--- config.mk ---
export PLATFORM = sky130hd
export DESIGN_NAME = hazard_ctrl_flat
export DESIGN_NICKNAME = d
export VERILOG_FILES = /design/src/rtl/hazard_ctrl_if.sv /design/src/rtl/hazard_ctrl.sv /design/src/flat_wrapper.sv
export SDC_FILE = /design/constraint.sdc
export NUM_CORES = 1
export LEC_CHECK = 0
export CAP_MARGIN = 20
export CELL_PAD_IN_SITES_DETAIL_PLACEMENT = 2
export CELL_PAD_IN_SITES_GLOBAL_PLACEMENT = 2
export CORE_MARGIN = 8
export CORE_UTILIZATION = 19
export CTS_CLUSTER_DIAMETER = 30
export CTS_CLUSTER_SIZE = 12
export DETAILED_ROUTE_END_ITERATION = 8
export PLACE_DENSITY = 0.95
export SYNTH_ARGS = -nofsm -noshare
export SYNTH_HDL_FRONTEND = slang
export SYNTH_SLANG_ARGS = --single-unit
--- constraint.sdc ---
create_clock -name clk -period 3.8 [get_ports clk]
set_input_delay 0.38 -clock clk [delete_from_list [all_inputs] [get_ports clk]]
set_output_delay 0.38 -clock clk [all_outputs]
set_load 0.02 [all_outputs]
--- src/rtl/hazard_ctrl_if.sv ---
// Hazard controller bundle: pipeline-side hazard inputs, forwarding/stall controls, MD status.
// stall_count width follows `WORD_SIZE (defaults to 32 when the core does not define it).
`ifndef WORD_SIZE
`define WORD_SIZE 32
`endif

interface hazard_ctrl_if;
  logic [4:0]             rs_d, rt_d, rs_e, rt_e;
  logic [4:0]             write_reg_e, write_reg_m, write_reg_w;
  logic                   reg_write_e, reg_write_m, reg_write_w;
  logic                   mem_to_reg_e, mem_to_reg_m;
  logic                   branch_d, jr_d;
  logic                   md_start_e, md_is_div_e, hilo_use_d;
  logic                   forward_a_d, forward_b_d;
  logic [1:0]             forward_a_e, forward_b_e;
  logic                   stall_f, stall_d, flush_e;
  logic                   md_busy, md_done;
  logic [`WORD_SIZE-1:0]  stall_count;

  // Hazard controller side
  modport master (
    input  rs_d, rt_d, rs_e, rt_e, write_reg_e, write_reg_m, write_reg_w,
           reg_write_e, reg_write_m, reg_write_w, mem_to_reg_e, mem_to_reg_m,
           branch_d, jr_d, md_start_e, md_is_div_e, hilo_use_d,
    output forward_a_d, forward_b_d, forward_a_e, forward_b_e,
           stall_f, stall_d, flush_e, md_busy, md_done, stall_count
  );

  // Pipeline side
  modport slave (
    output rs_d, rt_d, rs_e, rt_e, write_reg_e, write_reg_m, write_reg_w,
           reg_write_e, reg_write_m, reg_write_w, mem_to_reg_e, mem_to_reg_m,
           branch_d, jr_d, md_start_e, md_is_div_e, hilo_use_d,
    input  forward_a_d, forward_b_d, forward_a_e, forward_b_e,
           stall_f, stall_d, flush_e, md_busy, md_done, stall_count
  );
endinterface

--- src/rtl/hazard_ctrl.sv ---
// Pipeline hazard controller: forwarding selects, load/branch/HI-LO stalls, MD busy tracker.
// Optional HAZARD_STATS_EN adds a saturating stall-cycle counter on stall_count.
`ifndef WORD_SIZE
`define WORD_SIZE 32
`endif

module hazard_ctrl #(
  parameter int unsigned MULT_CYCLES = 4,
  parameter int unsigned DIV_CYCLES  = 32
) (
  input  logic          clk,
  input  logic          rst,
  hazard_ctrl_if.master hz
);
  localparam int unsigned CW = 6;
  localparam int unsigned SW = `WORD_SIZE;
  localparam logic [CW-1:0] MULT_LOAD = CW'(MULT_CYCLES - 1);
  localparam logic [CW-1:0] DIV_LOAD  = CW'(DIV_CYCLES - 1);

  typedef enum logic {IDLE = 1'b0, BUSY = 1'b1} md_state_e;

  md_state_e     state, state_nxt;
  logic [CW-1:0] cnt, cnt_nxt;
  logic          done_q, done_nxt;
  logic          lw_stall, br_stall, md_stall, stall;

  // Register $0 never matches; a match also needs the producer's enable.
  function automatic logic hit(input logic [4:0] src, input logic [4:0] dst, input logic we);
    return we && (dst != 5'd0) && (dst == src);
  endfunction

  function automatic logic [1:0] fwd_sel(input logic [4:0] src);
    if (hit(src, hz.write_reg_m, hz.reg_write_m))      return 2'b10;
    else if (hit(src, hz.write_reg_w, hz.reg_write_w)) return 2'b01;
    else                                                return 2'b00;
  endfunction

  // Forwarding selects and stall/flush controls
  always_comb begin
    hz.forward_a_e = fwd_sel(hz.rs_e);
    hz.forward_b_e = fwd_sel(hz.rt_e);
    hz.forward_a_d = hit(hz.rs_d, hz.write_reg_m, hz.reg_write_m);
    hz.forward_b_d = hit(hz.rt_d, hz.write_reg_m, hz.reg_write_m);

    lw_stall = hit(hz.rs_d, hz.write_reg_e, hz.mem_to_reg_e) ||
               hit(hz.rt_d, hz.write_reg_e, hz.mem_to_reg_e);
    br_stall = (hz.branch_d &&
                (hit(hz.rs_d, hz.write_reg_e, hz.reg_write_e)  ||
                 hit(hz.rt_d, hz.write_reg_e, hz.reg_write_e)  ||
                 hit(hz.rs_d, hz.write_reg_m, hz.mem_to_reg_m) ||
                 hit(hz.rt_d, hz.write_reg_m, hz.mem_to_reg_m))) ||
               (hz.jr_d &&
                (hit(hz.rs_d, hz.write_reg_e, hz.reg_write_e)  ||
                 hit(hz.rs_d, hz.write_reg_m, hz.mem_to_reg_m)));
    md_stall = hz.hilo_use_d && ((state == BUSY) || hz.md_start_e);
    stall    = lw_stall || br_stall || md_stall;

    hz.stall_f = stall;
    hz.stall_d = stall;
    hz.flush_e = stall;
  end

  // MD tracker: state register
  always_ff @(posedge clk or posedge rst) begin
    if (rst) begin
      state  <= IDLE;
      cnt    <= '0;
      done_q <= 1'b0;
    end else begin
      state  <= state_nxt;
      cnt    <= cnt_nxt;
      done_q <= done_nxt;
    end
  end

  // MD tracker: next state; a start while BUSY is dropped
  always_comb begin
    state_nxt = state;
    cnt_nxt   = cnt;
    done_nxt  = 1'b0;
    case (state)
      IDLE: begin
        if (hz.md_start_e) begin
          state_nxt = BUSY;
          cnt_nxt   = hz.md_is_div_e ? DIV_LOAD : MULT_LOAD;
        end
      end
      BUSY: begin
        if (cnt == '0) begin
          state_nxt = IDLE;
          done_nxt  = 1'b1;
        end else begin
          cnt_nxt = cnt - CW'(1);
        end
      end
      default: state_nxt = IDLE;
    endcase
  end

  // MD tracker: outputs straight from flops
  always_comb begin
    hz.md_busy = (state == BUSY);
    hz.md_done = done_q;
  end

`ifdef HAZARD_STATS_EN
  logic [SW-1:0] stall_cnt_q;

  // Saturating count of stalled cycles
  always_ff @(posedge clk or posedge rst) begin
    if (rst) begin
      stall_cnt_q <= '0;
    end else if (stall && (stall_cnt_q != {SW{1'b1}})) begin
      stall_cnt_q <= stall_cnt_q + SW'(1);
    end
  end

  assign hz.stall_count = stall_cnt_q;
`else
  assign hz.stall_count = SW'(0);
`endif

endmodule
--- src/flat_wrapper.sv ---
// flat-port wrapper written by rule: the top's interface ports become plain ports
module hazard_ctrl_flat 
#(
  parameter int unsigned MULT_CYCLES = 4,
  parameter int unsigned DIV_CYCLES  = 32
)
  (clk, rst, hz_rs_d, hz_rt_d, hz_rs_e, hz_rt_e, hz_write_reg_e, hz_write_reg_m, hz_write_reg_w, hz_reg_write_e, hz_reg_write_m, hz_reg_write_w, hz_mem_to_reg_e, hz_mem_to_reg_m, hz_branch_d, hz_jr_d, hz_md_start_e, hz_md_is_div_e, hz_hilo_use_d, hz_forward_a_d, hz_forward_b_d, hz_forward_a_e, hz_forward_b_e, hz_stall_f, hz_stall_d, hz_flush_e, hz_md_busy, hz_md_done, hz_stall_count);
  hazard_ctrl_if hz_i ();
  input  logic clk;
  input  logic rst;
  input wire logic [$bits(hz_i.rs_d)-1:0] hz_rs_d;
  input wire logic [$bits(hz_i.rt_d)-1:0] hz_rt_d;
  input wire logic [$bits(hz_i.rs_e)-1:0] hz_rs_e;
  input wire logic [$bits(hz_i.rt_e)-1:0] hz_rt_e;
  input wire logic [$bits(hz_i.write_reg_e)-1:0] hz_write_reg_e;
  input wire logic [$bits(hz_i.write_reg_m)-1:0] hz_write_reg_m;
  input wire logic [$bits(hz_i.write_reg_w)-1:0] hz_write_reg_w;
  input wire logic [$bits(hz_i.reg_write_e)-1:0] hz_reg_write_e;
  input wire logic [$bits(hz_i.reg_write_m)-1:0] hz_reg_write_m;
  input wire logic [$bits(hz_i.reg_write_w)-1:0] hz_reg_write_w;
  input wire logic [$bits(hz_i.mem_to_reg_e)-1:0] hz_mem_to_reg_e;
  input wire logic [$bits(hz_i.mem_to_reg_m)-1:0] hz_mem_to_reg_m;
  input wire logic [$bits(hz_i.branch_d)-1:0] hz_branch_d;
  input wire logic [$bits(hz_i.jr_d)-1:0] hz_jr_d;
  input wire logic [$bits(hz_i.md_start_e)-1:0] hz_md_start_e;
  input wire logic [$bits(hz_i.md_is_div_e)-1:0] hz_md_is_div_e;
  input wire logic [$bits(hz_i.hilo_use_d)-1:0] hz_hilo_use_d;
  output wire logic [$bits(hz_i.forward_a_d)-1:0] hz_forward_a_d;
  output wire logic [$bits(hz_i.forward_b_d)-1:0] hz_forward_b_d;
  output wire logic [$bits(hz_i.forward_a_e)-1:0] hz_forward_a_e;
  output wire logic [$bits(hz_i.forward_b_e)-1:0] hz_forward_b_e;
  output wire logic [$bits(hz_i.stall_f)-1:0] hz_stall_f;
  output wire logic [$bits(hz_i.stall_d)-1:0] hz_stall_d;
  output wire logic [$bits(hz_i.flush_e)-1:0] hz_flush_e;
  output wire logic [$bits(hz_i.md_busy)-1:0] hz_md_busy;
  output wire logic [$bits(hz_i.md_done)-1:0] hz_md_done;
  output wire logic [$bits(hz_i.stall_count)-1:0] hz_stall_count;
  assign hz_i.rs_d = hz_rs_d;
  assign hz_i.rt_d = hz_rt_d;
  assign hz_i.rs_e = hz_rs_e;
  assign hz_i.rt_e = hz_rt_e;
  assign hz_i.write_reg_e = hz_write_reg_e;
  assign hz_i.write_reg_m = hz_write_reg_m;
  assign hz_i.write_reg_w = hz_write_reg_w;
  assign hz_i.reg_write_e = hz_reg_write_e;
  assign hz_i.reg_write_m = hz_reg_write_m;
  assign hz_i.reg_write_w = hz_reg_write_w;
  assign hz_i.mem_to_reg_e = hz_mem_to_reg_e;
  assign hz_i.mem_to_reg_m = hz_mem_to_reg_m;
  assign hz_i.branch_d = hz_branch_d;
  assign hz_i.jr_d = hz_jr_d;
  assign hz_i.md_start_e = hz_md_start_e;
  assign hz_i.md_is_div_e = hz_md_is_div_e;
  assign hz_i.hilo_use_d = hz_hilo_use_d;
  assign hz_forward_a_d = hz_i.forward_a_d;
  assign hz_forward_b_d = hz_i.forward_b_d;
  assign hz_forward_a_e = hz_i.forward_a_e;
  assign hz_forward_b_e = hz_i.forward_b_e;
  assign hz_stall_f = hz_i.stall_f;
  assign hz_stall_d = hz_i.stall_d;
  assign hz_flush_e = hz_i.flush_e;
  assign hz_md_busy = hz_i.md_busy;
  assign hz_md_done = hz_i.md_done;
  assign hz_stall_count = hz_i.stall_count;
  hazard_ctrl #(.MULT_CYCLES(MULT_CYCLES), .DIV_CYCLES(DIV_CYCLES)) u_core (.clk(clk), .rst(rst), .hz(hz_i));
endmodule
==> results of run 1 <==
==> critical path: stages <==
cell	delay, ns
sky130_fd_sc_hd__clkdlybuf4s50_1	0.57
sky130_fd_sc_hd__xor2_1	0.23
sky130_fd_sc_hd__nor3_1	0.21
sky130_fd_sc_hd__nand3_1	0.18
sky130_fd_sc_hd__o22ai_1	0.23
sky130_fd_sc_hd__nor2_1	0.07
sky130_fd_sc_hd__o211ai_1	0.25
sky130_fd_sc_hd__clkdlybuf4s50_1	0.66
==> metal layers <==
layer | global-route usage | part of all wire | up-vias
li1 | - | - | 568
met1 | 0.112 | 0.42 | 567
met2 | 0.185 | 0.52 | 48
met3 | 0.0171 | 0.048 | 6
met4 | 0.0296 | 0.013 | 0
met5 | 0 | 0 | -
==> layout make-up <==
type,count,area [um^2],share of cell area
flip-flops and latches,8,200,0.113
clock buffers,3,41.3,0.0232
multi-input cells,138,851,0.479
well taps,77,96.3,0.0542
repair buffers,57,571,0.321
inverters,5,18.8,0.0106
==> metrics by stage <==
stage	std cells	cell area, um^2	utilization
6_report	288	1780	0.280
5_1_grt	288	1780	0.280
4_1_cts	288	1780	0.280
3_5_place_dp	285	1740	0.273
3_3_place_gp	285	1740	0.273
2_1_floorplan	190	1360	-
==> state kept, by name, summed over array words and instances (netlist names) <==
| name | count |
|---|---|
| u_core.hz.md_busy | 1 |
| u_core.cnt | 6 |
| u_core.hz.md_done | 1 |
==> path summary, 6_finish.rpt <==
kind	end	from	slack [ns]
hold / removal	u_core.cnt[2]	rst	0.42
setup / recovery	hz_stall_f	hz_write_reg_m[1]	0.65
setup reg to reg	u_core.cnt[4]	u_core.cnt[0]	2.11
max in group asynchronous	u_core.cnt[3]	rst	3.14
min in group clk	u_core.cnt[0]	u_core.cnt[0]	0.52
hold reg to reg	u_core.cnt[0]	u_core.cnt[0]	0.52
==> synthesized netlist by cell type <==
| master | instances | area, um^2 |
|---|---|---|
| sky130_fd_sc_hd__buf_4 | 35 | 263 |
| sky130_fd_sc_hd__xor2_1 | 26 | 228 |
| sky130_fd_sc_hd__xnor2_1 | 15 | 131 |
| sky130_fd_sc_hd__nor2_1 | 11 | 41.3 |
| sky130_fd_sc_hd__nand2_1 | 10 | 37.5 |
| sky130_fd_sc_hd__nand3_1 | 9 | 45.0 |
| sky130_fd_sc_hd__dfrtp_1 | 8 | 200 |
| sky130_fd_sc_hd__nor3_1 | 7 | 35.0 |
| sky130_fd_sc_hd__nor4_1 | 5 | 31.3 |
| sky130_fd_sc_hd__inv_1 | 4 | 15.0 |
| sky130_fd_sc_hd__a21oi_1 | 3 | 15.0 |
| sky130_fd_sc_hd__buf_2 | 3 | 15.0 |
| sky130_fd_sc_hd__o21ai_0 | 3 | 15.0 |
| sky130_fd_sc_hd__or4_1 | 3 | 22.5 |
| sky130_fd_sc_hd__a211oi_1 | 2 | 15.0 |
| sky130_fd_sc_hd__o22ai_1 | 2 | 12.5 |
| sky130_fd_sc_hd__o311ai_0 | 2 | 17.5 |
| sky130_fd_sc_hd__and2b_2 | 1 | 8.76 |
| sky130_fd_sc_hd__buf_6 | 1 | 11.3 |
| sky130_fd_sc_hd__conb_1 | 1 | 3.75 |
| sky130_fd_sc_hd__ha_1 | 1 | 12.5 |
| sky130_fd_sc_hd__inv_2 | 1 | 3.75 |
| sky130_fd_sc_hd__nor2b_1 | 1 | 6.26 |
| sky130_fd_sc_hd__nor3_4 | 1 | 16.3 |
| sky130_fd_sc_hd__o211ai_1 | 1 | 7.51 |
| sky130_fd_sc_hd__o22ai_2 | 1 | 12.5 |
| sky130_fd_sc_hd__or2b_2 | 1 | 8.76 |
| sky130_fd_sc_hd__or3_4 | 1 | 11.3 |
==> power by group <==
group | total (mW) | switching [mW] | internal [mW]
registers | 0.171 | 0.0468 | 0.124
logic | 0.335 | 0.181 | 0.154
clock network | 0.102 | 0.0331 | 0.0686
total | 0.608 | 0.260 | 0.347
==> logic make-up after synthesis <==
kind of cell,Yosys count,share of synthesized area
other,1,0.00302
adder cells (fa/ha/maj),1,0.0101
buffers and inverters,44,0.248
XOR/XNOR,41,0.289
AND/OR/NAND/NOR,50,0.212
AO/OA/AOI/OAI,14,0.0765
flip-flops,8,0.161
==> results, run 1 <==
- The die is 96.9 um wide.
- After layout, the design draws a total of 0.608 mW.
- Buffers added to address setup during post-CTS repair amount to 0.
- The maximum fanout along the worst path is 5.
- The total wirelength of the detailed-routed design is 4.83 mm.
- The worst-case reg-to-reg path depth is 5.
- Averaged over all synthesized cells, the footprint is 7.81 um^2.
- The average vias per placed instance is 4.13.
- The static leakage power is between 0.7 and 0.8 nW.
- After clock tree synthesis, the repair step resized 0 gates.
- The achievable frequency is 318 MHz.
- Final hold analysis gives a worst-case slack of 0.415 ns.
- The worst setup path is launched from a primary input.
- The via count of the routed design is between 1,000 and 1,500.
- For this run, the detailed router's first-pass iteration total came to 4.
- The net count of the finished layout is between 200 and 300.
- In this run, CTS created clock tree buffers numbering 3.
- The number of storage elements in the synthesis netlist is 8.
- The share of cells above drive strength 1 is 0.0427.
- Yosys printed 0 warnings.
- The type of the setup path with the least slack is in2out.
- The count of port buffers added during placement is 57.
- The filler cells instantiated in the layout total 751.
- STA classifies the critical path endpoint as an output port.
- In this run the clock root is driven by a sky130_fd_sc_hd__clkbuf_8.
- Before CTS, the worst setup slack after placement is 0.615 ns.
- Setup repair after global routing left no endpoint under its margin.
- The tree built by TritonCTS fans out to 8 sinks.
- The wire length per cell after detailed routing is 16.8 um.
- The count of nets left with antenna violations once routing finished came out at 0.
- Adding up every negative setup slack in the final design gives 0 ns.
- The count of standard-cell rows is 29.
- For this block, the initial DRC count from the detailed router was 8.
- The number of hold violations in the final report is 0.
- STA puts the critical path data arrival time at 2.77 ns.
- The path class of the tightest hold or removal check is in2async.
- The smallest clock period supported by the final layout is computed as roughly 3.1 ns.
- In this run the number of H-tree levels came out at 1.
- The distinct cell type count of the synthesized netlist is 28.
- The max-capacitance violation count is 0.
- The top cell types in the final layout, fill and taps aside, are sky130_fd_sc_hd__clkdlybuf4s50_1 (57), sky130_fd_sc_hd__conb_1 (32), sky130_fd_sc_hd__xor2_1 (26).
- The pin count of the biggest net entering global routing is 9.
- The via count of the first global-routing pass is approximately 1,400.
- The number of instances in the synthesized netlist is between 150 and 200.
- After clock tree synthesis, the flow added hold-fix buffers numbering 0.
- The die covers roughly 0.0094 mm^2.
- The TritonCTS clock tree is yes.
- The worst-case IR drop observed on VDD is 0.187 mV.
- The flow ran to the end, and the final reports show no timing, DRC or antenna violations.
- After detailed routing, the number of remaining DRC violations is 0.
- From synthesis to final layout, the design area changed by 43.1%.
- The first-pass GRT wire length is 7.69 mm.
- The required time of the worst setup path is 3.42 ns.
- The summed instance area of the synthesized netlist is 0.00124 mm^2.
- At the end of routability-driven placement, the weighted congestion stood at 0.818.
- The floorplan step set the die height to around 97 um.
- Setup violations remaining at the end of the flow were counted as 0.
- The worst path meets setup with 0.653 ns of slack.
- The top-level I/O count is 90.
- At the later pin of the worst-skew pair, clock insertion delay measures 0.23 ns.
- Of the available clock period, the critical path in the final layout requires 0.828.
- After global routing the overflow that remains totals 0.
- The initial antenna violation count is 0.
- The all-layer global routing usage is 0.0997.
- The number of antenna diodes in the final layout is 0.
- The most common cell after layout, fill and taps aside is sky130_fd_sc_hd__clkdlybuf4s50_1.
- The fraction of the yosys area taken by sequential cells is 0.161.
- After floorplanning, the core was sized to cover 0.00635 mm^2.
- The final count of pins violating max slew came to 0.
- The detailed-placement wirelength estimate is approximately 4.4 mm.
- The total power density per cell area is 342 mW/mm^2.
- The post-CTS clock slew at the launch and capture registers of the worst setup and hold paths is ~0.040 ns.
- The initial utilization of the core area, before any placement, comes to 0.196.
- Counting along the longest clock path gives a buffer depth of 2.
- Between clock sinks in the finished design, the worst skew comes to 0.00472 ns.
(Power assumes the default switching activity.)
==> run 2: changes to the inputs <==
--- a/config.mk
+++ b/config.mk
@@ -9,11 +9,11 @@
 export CELL_PAD_IN_SITES_DETAIL_PLACEMENT = 2
 export CELL_PAD_IN_SITES_GLOBAL_PLACEMENT = 2
 export CORE_MARGIN = 8
-export CORE_UTILIZATION = 19
+export CORE_UTILIZATION = 17
 export CTS_CLUSTER_DIAMETER = 30
 export CTS_CLUSTER_SIZE = 12
 export DETAILED_ROUTE_END_ITERATION = 8
-export PLACE_DENSITY = 0.95
+export PLACE_DENSITY = 0.88
 export SYNTH_ARGS = -nofsm -noshare
 export SYNTH_HDL_FRONTEND = slang
 export SYNTH_SLANG_ARGS = --single-unit
==> constraint.sdc (replaced) <==
create_clock -name clk -period 2.9 [get_ports clk]
set_input_delay 0.29 -clock clk [delete_from_list [all_inputs] [get_ports clk]]
set_output_delay 0.29 -clock clk [all_outputs]
set_load 0.02 [all_outputs]
==> run 2 against run 1 <==
  * Clock skew is 0.0028 ns higher
  * Combinational power rose by 30%
  * Utilization fell by 2.3 points
  * Largest power group unchanged
  * Hold slack got worse by 0.10 ns
  * Setup slack got worse by 0.52 ns
==> results, run 2 (synthesis gave the netlist of run 1 again) <==
- Of the total power, the share spent switching nets is 0.419.
- Leaving out filler cells and counting taps, the final layout contains roughly 310.
- The endpoint type of the worst setup path is an output port.
- The number of remaining DRC errors is 0.
- The share of total power dissipated in combinational logic is 0.551.
- The sequential cells in the finished layout cover a total of 200 um^2.
- The number of fill cells is 858.
- In the final layout, the share of cells above drive strength 1 is 0.0605.
- Once detail routing completed, the nets flagged for antenna violations numbered 0.
- The initial antenna violation count came to 0.
- The type of the setup path with the least slack is in2out.
- The largest vdd supply drop is 0.126 mV.
- The library cell used most frequently in the layout, excluding fill and tap cells, is sky130_fd_sc_hd__clkdlybuf4s50_1.
- The count of port buffers added during placement is 57.
- The global routing met1 resource utilization is 0.105.
- The maximum clock insertion buffer count is 2.
- The die area is 0.0103 mm^2.
- For this run, global-route usage on met3 was measured as 0.0234.
- Using the TritonRoute via totals, the vias-per-cell ratio works out to 3.74.
- Of the total power, registers draw 0.280.
- The max-capacitance violation count is 0.
- The area of the multi-input gates is roughly 850 um^2.
- For this design the ratio of total power to cell area is 427 mW/mm^2.
- The via count of the routed design is 1,174.
- The clock net in this run drives a total of 8 sinks.
- In this run the static leakage power is 0.783 nW.
- The number of placed instances, taps included, is 311.
- The path class of the tightest hold or removal check is in2async.
- The iteration-0 DRC count of the detailed router is 4.
- The portion of total power attributed to the clock network is 0.169.
- The total CTS buffers is 3.
- At the worst endpoint, the arrival time is around 2.5 ns.
- The floorplan step set the die width to ~100 um.
- The area inside the core boundary is 0.00718 mm^2.
- After detailed routing, the average wire length per cell comes to around 14 um.
- At the placement stage, the worst setup path has a slack of 0.0269 ns.
- In the global route stage, overall resource usage came out at 0.0866.
- The final estimated routing congestion in global placement is 0.718.
- The smallest clock period supported by the final layout is computed as 2.77 ns.
- The floorplan step set the die height to 101 um.
- The post-CTS clock slew at the launch and capture registers of the worst setup and hold paths is 0.04 ns.
- TritonCTS built the clock tree.
- The total of endpoints with negative setup slack in the final report is 0.
- The count of standard-cell rows is 31.
- The run finished with clean final reports.
- The switching power is 0.330 mW.
- The total wirelength of the detailed-routed design is between 4 and 5 mm.
- 0 antenna diodes ended up in the layout.
- The worst setup margin is 0.135 ns.
- The final worst-path cycle share is 0.954.
- The maximum fanout along the worst path is 3.
- The number of hold violations in the final report is 0.
- The library cells used most frequently in the layout, excluding fill and tap cells, are sky130_fd_sc_hd__clkdlybuf4s50_1 (53), sky130_fd_sc_hd__conb_1 (32), sky130_fd_sc_hd__xor2_1 (26).
- The setup total negative slack is 0 ns.
- The internal portion of the total power is 0.459 mW.
- After legalization and detailed placement, the total HPWL measured 4.24 mm.
- The master cell of the clock root buffer is sky130_fd_sc_hd__clkbuf_8.
- u_core.cnt holds more flip-flops than any other register.
- The pin count of the biggest net entering global routing is 9.
- From synthesis to final layout, the design area changed by 48.5%.
- The initial utilization of the core area, before any placement, comes to 0.173.
- The first global-routing pass estimated between 7 and 8 mm of wire.
- At the end of the flow, the number of nets in the layout was 265.
- For this run the aggregate overflow at the end of global routing stands at 0.
- The detailed-router iteration count before antenna repair is 3.
- The category of the worst setup path launch point is a primary input.
- The insertion delay to the later sink of the worst-skew pair is approximately 0.23 ns.
- The final count of pins violating max slew is 0.
- The achievable frequency is 362 MHz.
- The most used routing layer is met2.
- The required time of the worst setup path is between 2 and 3 ns.
- The top-level I/O count is 90.
- The H-tree level count is 1.
- The via count of the first global-routing pass is between 1,000 and 1,500.
- Setup repair after global routing left no endpoint under its margin.
- The design draws ~0.79 mW.
- The met2 global-route usage is 0.148.
- Across the routed clock network, the largest skew measured is 0.00750 ns.
- The flip-flop count of the largest register after layout is 6.
## run 2: critical path, cell delays in order
cell	delay, ns
sky130_fd_sc_hd__clkdlybuf4s50_1	0.55
sky130_fd_sc_hd__or4_1	0.15
sky130_fd_sc_hd__o21ai_0	0.10
sky130_fd_sc_hd__or4_1	0.54
sky130_fd_sc_hd__nor4_1	0.19
sky130_fd_sc_hd__clkdlybuf4s50_1	0.65
## run 2: final cells by class
type	count	share of cell area
Multi-Input combinational cell	138	0.461
Timing Repair Buffer	61	0.331
Sequential cell	8	0.108
Tap cell	99	0.0671
Clock buffer	3	0.0224
Inverter	5	0.0102
## run 2: final timing paths
kind / start / end / slack, ns / cells after the start
setup / recovery: hz_write_reg_w[3] / hz_forward_b_e[0] / 0.13 / 6
max in group asynchronous: rst / u_core.hz.md_busy / 2.34 / 2
hold reg to reg: u_core.cnt[0] / u_core.cnt[0] / 0.54 / 1
hold / removal: rst / u_core.cnt[5] / 0.31 / 2
min in group clk: u_core.cnt[0] / u_core.cnt[0] / 0.54 / 1
setup reg to reg: u_core.cnt[0] / u_core.cnt[4] / 1.24 / 5
## run 2: layer usage
| layer | up-vias | share of wire |
|---|---|---|
| met4 | 0 | 0.0070 |
| met3 | 2 | 0.079 |
| met1 | 546 | 0.44 |
| met2 | 51 | 0.47 |
| met5 | - | 0 |
| li1 | 575 | - |
## run 2: repair_timing
action	in CTS	in global routing
setup buffers	0	0
hold buffers	0	0
hold endpoints to repair	0	0
resized for setup	0	4
setup endpoints to repair	0	4
## run 2: power groups by stage
stage	clock (mW)	combinational [mW]	sequential, mW
floorplan	0	0.308	0.214
global placement	0	0.418	0.217
detailed placement	0	0.441	0.224
CTS	0.137	0.443	0.222
global route	0.144	0.482	0.230
finish	0.134	0.435	0.221
## run 2: through the flow
| step | instance area (um^2) | utilization | hold WS (ns) |
|---|---|---|---|
| finish | 1850 | 0.257 | 0.311 |
| global route | 1850 | 0.257 | 0.358 |
| CTS | 1840 | 0.256 | 0.327 |
| detailed placement | 1790 | 0.250 | 0.539 |
| global placement | 1790 | 0.250 | 0.515 |
| floorplan | 1360 | - | 0.106 |
